### src/rtl/md5_compress.sv
// Iterative MD5 compression core, STEPS_PER_CYCLE unrolled steps per clock.
// Optional MD5_COMPRESS_CHAIN_EN adds chain_from_digest to reuse digest_out as the chaining value.
module md5_compress #(
    parameter int STEPS_PER_CYCLE = 1
) (
    input  logic         clk,
    input  logic         reset_n,
    input  logic         in_valid,
    output logic         in_ready,
    input  logic [511:0] block_in,
    input  logic [127:0] chain_in,
`ifdef MD5_COMPRESS_CHAIN_EN
    input  logic         chain_from_digest,
`endif
    output logic         out_valid,
    input  logic         out_ready,
    output logic [127:0] digest_out,
    output logic         busy
);

    generate
        if (!(STEPS_PER_CYCLE == 1 || STEPS_PER_CYCLE == 2 ||
              STEPS_PER_CYCLE == 4 || STEPS_PER_CYCLE == 8)) begin : g_bad_steps
            $error("md5_compress: STEPS_PER_CYCLE must be 1, 2, 4 or 8");
        end
    endgenerate

    localparam logic [5:0] LAST = 6'(64 - STEPS_PER_CYCLE);

    localparam logic [31:0] K_TAB [0:63] = '{
        32'hd76aa478, 32'he8c7b756, 32'h242070db, 32'hc1bdceee,
        32'hf57c0faf, 32'h4787c62a, 32'ha8304613, 32'hfd469501,
        32'h698098d8, 32'h8b44f7af, 32'hffff5bb1, 32'h895cd7be,
        32'h6b901122, 32'hfd987193, 32'ha679438e, 32'h49b40821,
        32'hf61e2562, 32'hc040b340, 32'h265e5a51, 32'he9b6c7aa,
        32'hd62f105d, 32'h02441453, 32'hd8a1e681, 32'he7d3fbc8,
        32'h21e1cde6, 32'hc33707d6, 32'hf4d50d87, 32'h455a14ed,
        32'ha9e3e905, 32'hfcefa3f8, 32'h676f02d9, 32'h8d2a4c8a,
        32'hfffa3942, 32'h8771f681, 32'h6d9d6122, 32'hfde5380c,
        32'ha4beea44, 32'h4bdecfa9, 32'hf6bb4b60, 32'hbebfbc70,
        32'h289b7ec6, 32'heaa127fa, 32'hd4ef3085, 32'h04881d05,
        32'hd9d4d039, 32'he6db99e5, 32'h1fa27cf8, 32'hc4ac5665,
        32'hf4292244, 32'h432aff97, 32'hab9423a7, 32'hfc93a039,
        32'h655b59c3, 32'h8f0ccc92, 32'hffeff47d, 32'h85845dd1,
        32'h6fa87e4f, 32'hfe2ce6e0, 32'ha3014314, 32'h4e0811a1,
        32'hf7537e82, 32'hbd3af235, 32'h2ad7d2bb, 32'heb86d391
    };

    // Indexed by {round, step%4}
    localparam logic [4:0] SH [0:15] = '{
        5'd7, 5'd12, 5'd17, 5'd22,
        5'd5, 5'd9,  5'd14, 5'd20,
        5'd4, 5'd11, 5'd16, 5'd23,
        5'd6, 5'd10, 5'd15, 5'd21
    };

    function automatic logic [31:0] rotl32(input logic [31:0] x, input logic [4:0] s);
        logic [63:0] t;
        t = {x, x} << s;
        return t[63:32];
    endfunction

    typedef enum logic [1:0] {IDLE, RUN, DONE} state_t;

    state_t         state, state_nxt;
    logic [5:0]     step;
    logic [31:0]    a, b, c, d;
    logic [31:0]    na, nb, nc, nd;
    logic [127:0]   chain_q, chain_sel;
    logic [511:0]   blk;
    logic           accept;
    logic [5:0]     idx;
    logic [3:0]     g;
    logic [31:0]    f, sum, tmp;

`ifdef MD5_COMPRESS_CHAIN_EN
    assign chain_sel = chain_from_digest ? digest_out : chain_in;
`else
    assign chain_sel = chain_in;
`endif

    always_ff @(posedge clk or negedge reset_n) begin
        if (!reset_n) state <= IDLE;
        else          state <= state_nxt;
    end

    always_comb begin
        state_nxt = state;
        in_ready  = 1'b0;
        out_valid = 1'b0;
        busy      = 1'b1;
        accept    = 1'b0;
        case (state)
            IDLE: begin
                in_ready = 1'b1;
                busy     = 1'b0;
                accept   = in_valid;
                if (in_valid) state_nxt = RUN;
            end
            RUN:  if (step == LAST) state_nxt = DONE;
            DONE: begin
                out_valid = 1'b1;
                if (out_ready) state_nxt = IDLE;
            end
            default: state_nxt = IDLE;
        endcase
    end

    // Groups never straddle a round, so step[5:4] selects the round for the whole cycle.
    always_comb begin
        na  = a;
        nb  = b;
        nc  = c;
        nd  = d;
        idx = '0;
        g   = '0;
        f   = '0;
        sum = '0;
        tmp = '0;
        for (int j = 0; j < STEPS_PER_CYCLE; j++) begin
            idx = step + 6'(j);
            case (step[5:4])
                2'd0: begin f = (nb & nc) | (~nb & nd); g = idx[3:0];                end
                2'd1: begin f = (nd & nb) | (~nd & nc); g = idx[3:0] * 4'd5 + 4'd1; end
                2'd2: begin f = nb ^ nc ^ nd;           g = idx[3:0] * 4'd3 + 4'd5; end
                default: begin f = nc ^ (nb | ~nd);     g = idx[3:0] * 4'd7;        end
            endcase
            sum = na + f + K_TAB[idx] + blk[{g, 5'b0} +: 32];
            tmp = nb + rotl32(sum, SH[{step[5:4], idx[1:0]}]);
            na  = nd;
            nd  = nc;
            nc  = nb;
            nb  = tmp;
        end
    end

    always_ff @(posedge clk or negedge reset_n) begin
        if (!reset_n) begin
            a          <= '0;
            b          <= '0;
            c          <= '0;
            d          <= '0;
            step       <= '0;
            chain_q    <= '0;
            blk        <= '0;
            digest_out <= '0;
        end else if (accept) begin
            {d, c, b, a} <= chain_sel;
            chain_q      <= chain_sel;
            blk          <= block_in;
            step         <= '0;
        end else if (state == RUN) begin
            a    <= na;
            b    <= nb;
            c    <= nc;
            d    <= nd;
            step <= step + 6'(STEPS_PER_CYCLE);
            if (step == LAST)
                digest_out <= {nd + chain_q[127:96], nc + chain_q[95:64],
                               nb + chain_q[63:32],  na + chain_q[31:0]};
        end
    end

endmodule

### config.mk
export PLATFORM = sky130hd
export DESIGN_NAME = md5_compress
export DESIGN_NICKNAME = d
export VERILOG_FILES = /design/src/rtl/md5_compress.sv
export SDC_FILE = /design/constraint.sdc
export NUM_CORES = 2
export LEC_CHECK = 0
export ABC_CLOCK_PERIOD_IN_PS = 10700
export CORE_MARGIN = 4
export CORE_UTILIZATION = 50
export DETAILED_ROUTE_END_ITERATION = 16
export PLACE_DENSITY = 0.85
export SKIP_CTS_REPAIR_TIMING = 1
export SYNTH_ARGS = -nofsm -noshare
export SYNTH_HDL_FRONTEND = slang
export SYNTH_SLANG_ARGS = --single-unit
### constraint.sdc
create_clock -name clk -period 10.7 [get_ports clk]
set_input_delay 3.21 -clock clk [delete_from_list [all_inputs] [get_ports clk]]
set_output_delay 3.21 -clock clk [all_outputs]
set_load 0.01 [all_outputs]
==> impl_metrics.yaml <==
worst_setup_path:
  cpPeakStageDelay_ns: 0.57
  critPathKind: "flop to flop"
  crit_fanout: 8
  critical_path.startpoint_type: "flop"
  worstSetupEndpointType: "flop"
  critPathArrivalTime_ns: 11.16
  crit_required_ns: 11.25
  slowest_stage: "fa_1"
floorplan:
  row_count: 121
  initial_core_util_pct: 50.6
  core-area_mm2: 0.109
  dieArea_mm2: 0.116
  die_w_um: 341
  io_pins: 775
  dieHeight_um: 341
clock_network:
  cts_buffers: 96
  h-tree-depth: 3
  clk_latency_ns: 0.75
  cts_root_buffer: "clkbuf_16"
  cts_num_sinks: 904
  clockBufferDepth: 3
  cts_tree: "done"
  clk_pin_slew_ns: 0.07
sta:
  final_hold_viol_count: 0
  slew_headroom_pct: 18.3
  tightest_slew_ns: 1.23
  finalMaxSlewViolations: 0
  fmax_mhz: 94.3
  fin_crit_sh_pct: 99.1
  fin_crit_ns: 10.61
  setup_viol: 0
  setup_slack_ns: 0.0927
  finClkSkew_ns: 0.0575
  rsz0062_at_grt: "yes"
final_layout:
  layout_commonest_cell: "nand2_1"
  final_cell_mix: "nand2_1 (2,369), dfrtp_1 (899), clkdlybuf4s50_1 (773)"
  multi_input_area_mm2: 0.0317
  final_nets: 8560
  final_area_mm2: 0.0731
  seq_area_mm2: 0.0226
  drive_gt1_share_pct: 14.9
  post-route-util_pct: 66.8
  fillers: 8349
  syn2layout_area_growth_pct: 32.0
  stdcell_count: 9204
synthesis:
  synthAdderAreaFrac_pct: 7.61
  synth_compound_gate_area_share_pct: 12.5
  yosys.area_share.simple_pct: 21.7
  synthXorXnorAreaFrac_pct: 3.24
  syn-num-nets: 7430
  synth_flop_cell: "dfrtp_1"
  synthesis.area_mm2: 0.0554
  syn_avg_cell_area_um2: 8.53
  synth_edf_count: 0
  synthDistinctLibCells: 86
  synth.area.mux_share_pct: 10.3
  ys_warn_count: 0
  synth_cells: 6491
  async_flop_share_pct: 100
  ys_ff_latch: 904
  yosysSeqAreaShare_pct: 40.8
  synth_top_family_by_area: "simple AND/OR/NAND/NOR gates"
place:
  place_congestion: 1.03
  io_buffers: 774
  placed_cell_area_mm2: 0.0684
  dp_hpwl_um: 172000
  dpl.cell_count: 8953
  place_ws_ns: -0.510
flow_run:
  drv_cap: 0
route:
  viasPerCell: 5.90
  first_iter_violations: 5795
  drc: 0
  vias: 54300
  antenna_left: 0
  firstDrtPassIters: 9
  wl_per_cell_um: 24.4
  routed_wl_um: 225000
min_path:
  hold_class: "flop to flop"
grt:
  grt_max_degree: 224
  grt_antenna_before_repair: 30
  grt-ovfl-total: 0
  grt_pass1_wl_um: 329000
  grt_use_total_pct: 37.4
  grt_pass1_vias: 53400
outcome:
  status: "complete, no violations"
flip-flops by register name, summed over array words and instances (netlist names):
name / count
a: 32
state: 2
b: 32
digest_out: 128
d: 32
blk: 512
c: 32
step: 6
chain_q: 128
cells by family after synthesis:
| group | count (synthesis) |
|---|---|
| buffers and inverters | 542 |
| adder cells (fa/ha/maj) | 295 |
| flip-flops | 904 |
| XOR/XNOR | 205 |
| AND/OR/NAND/NOR | 2993 |
| multiplexers | 400 |
| AO/OA/AOI/OAI | 1152 |
synth_stat cells (all sizes together), types with 20 or more instances:
library cell / number / area share, %
dfrtp: 904 / 41
mux2: 40 / 0.81
a21oi: 302 / 2.7
nand2: 2378 / 16
o31ai: 28 / 0.38
ha: 225 / 5.1
nor2: 243 / 1.6
o21a: 36 / 0.49
fa: 70 / 2.5
nand3: 62 / 0.56
xnor2: 94 / 1.5
o21ai: 429 / 3.9
a21o: 68 / 0.92
nor3b: 35 / 0.47
a31oi: 60 / 0.68
buf: 73 / 0.54
nand2b: 30 / 0.34
xor2: 111 / 1.8
mux4: 134 / 5.4
inv: 176 / 1.2
clkbuf: 288 / 2.0
mux2i: 226 / 4.1
nor3: 117 / 1.1
o211ai: 30 / 0.41
and3: 26 / 0.29
a211oi: 44 / 0.60
o21bai: 20 / 0.27
nor2b: 29 / 0.33
worst paths after layout:
path	start	to	slack, ns	cells after the start
setup reg to reg	step[2]$_DFFE_PN0P_	digest_out[60]$_DFFE_PN0P_	0.09	53
setup / recovery	step[2]$_DFFE_PN0P_	digest_out[60]$_DFFE_PN0P_	0.09	53
min in group asynchronous	reset_n	a[16]$_DFFE_PN0P_	2.44	1
hold reg to reg	blk[325]$_DFFE_PN0P_	blk[325]$_DFFE_PN0P_	0.47	2
max in group asynchronous	reset_n	blk[248]$_DFFE_PN0P_	6.37	3
hold / removal	blk[325]$_DFFE_PN0P_	blk[325]$_DFFE_PN0P_	0.47	2
worst max-delay path: cells and delay by family, from the launching register on:
| kind | cells | cell delay, ns |
|---|---|---|
| xor gates and xnor gates | 5 | 0.78 |
| DFF | 1 | 0.41 |
| and+or+nand+nor | 8 | 0.92 |
| AOI/OAI and AO/OA | 23 | 4.26 |
| buffers and inverters | 8 | 0.99 |
| muxes | 3 | 1.06 |
| adders and majority gates | 6 | 2.03 |
metrics by stage:
stage / hold slack [ns] / TNS (ns)
after floorplan: 0.440 / 0
after global placement: 0.453 / -1.01
after detailed placement: 0.456 / -3.04
after CTS: 0.472 / -3.85
after global routing: 0.488 / -1.63
final: 0.470 / 0
final cells by class:
class	instances	area share, %
Clock inverter	42	0.885
Tap cell	1476	2.53
Clock buffer	135	3.76
Inverter	181	0.944
Multi-Input combinational cell	5045	43.3
Antenna cell	28	0.0958
Timing Repair Buffer	1393	17.6
Sequential cell	904	31.0
metal layers:
layer  routed length [µm]  global-route usage [%]  vias up
li1                     -                       -    24200
met1                80900                    45.2    26200
met2               103000                    59.9     3081
met3                21000                    8.44      758
met4                19300                    25.8        6
met5                   42                       0        -
Power is not shown: default switching activity piles up to over one toggle a cycle in this logic, so the estimate is an artifact.
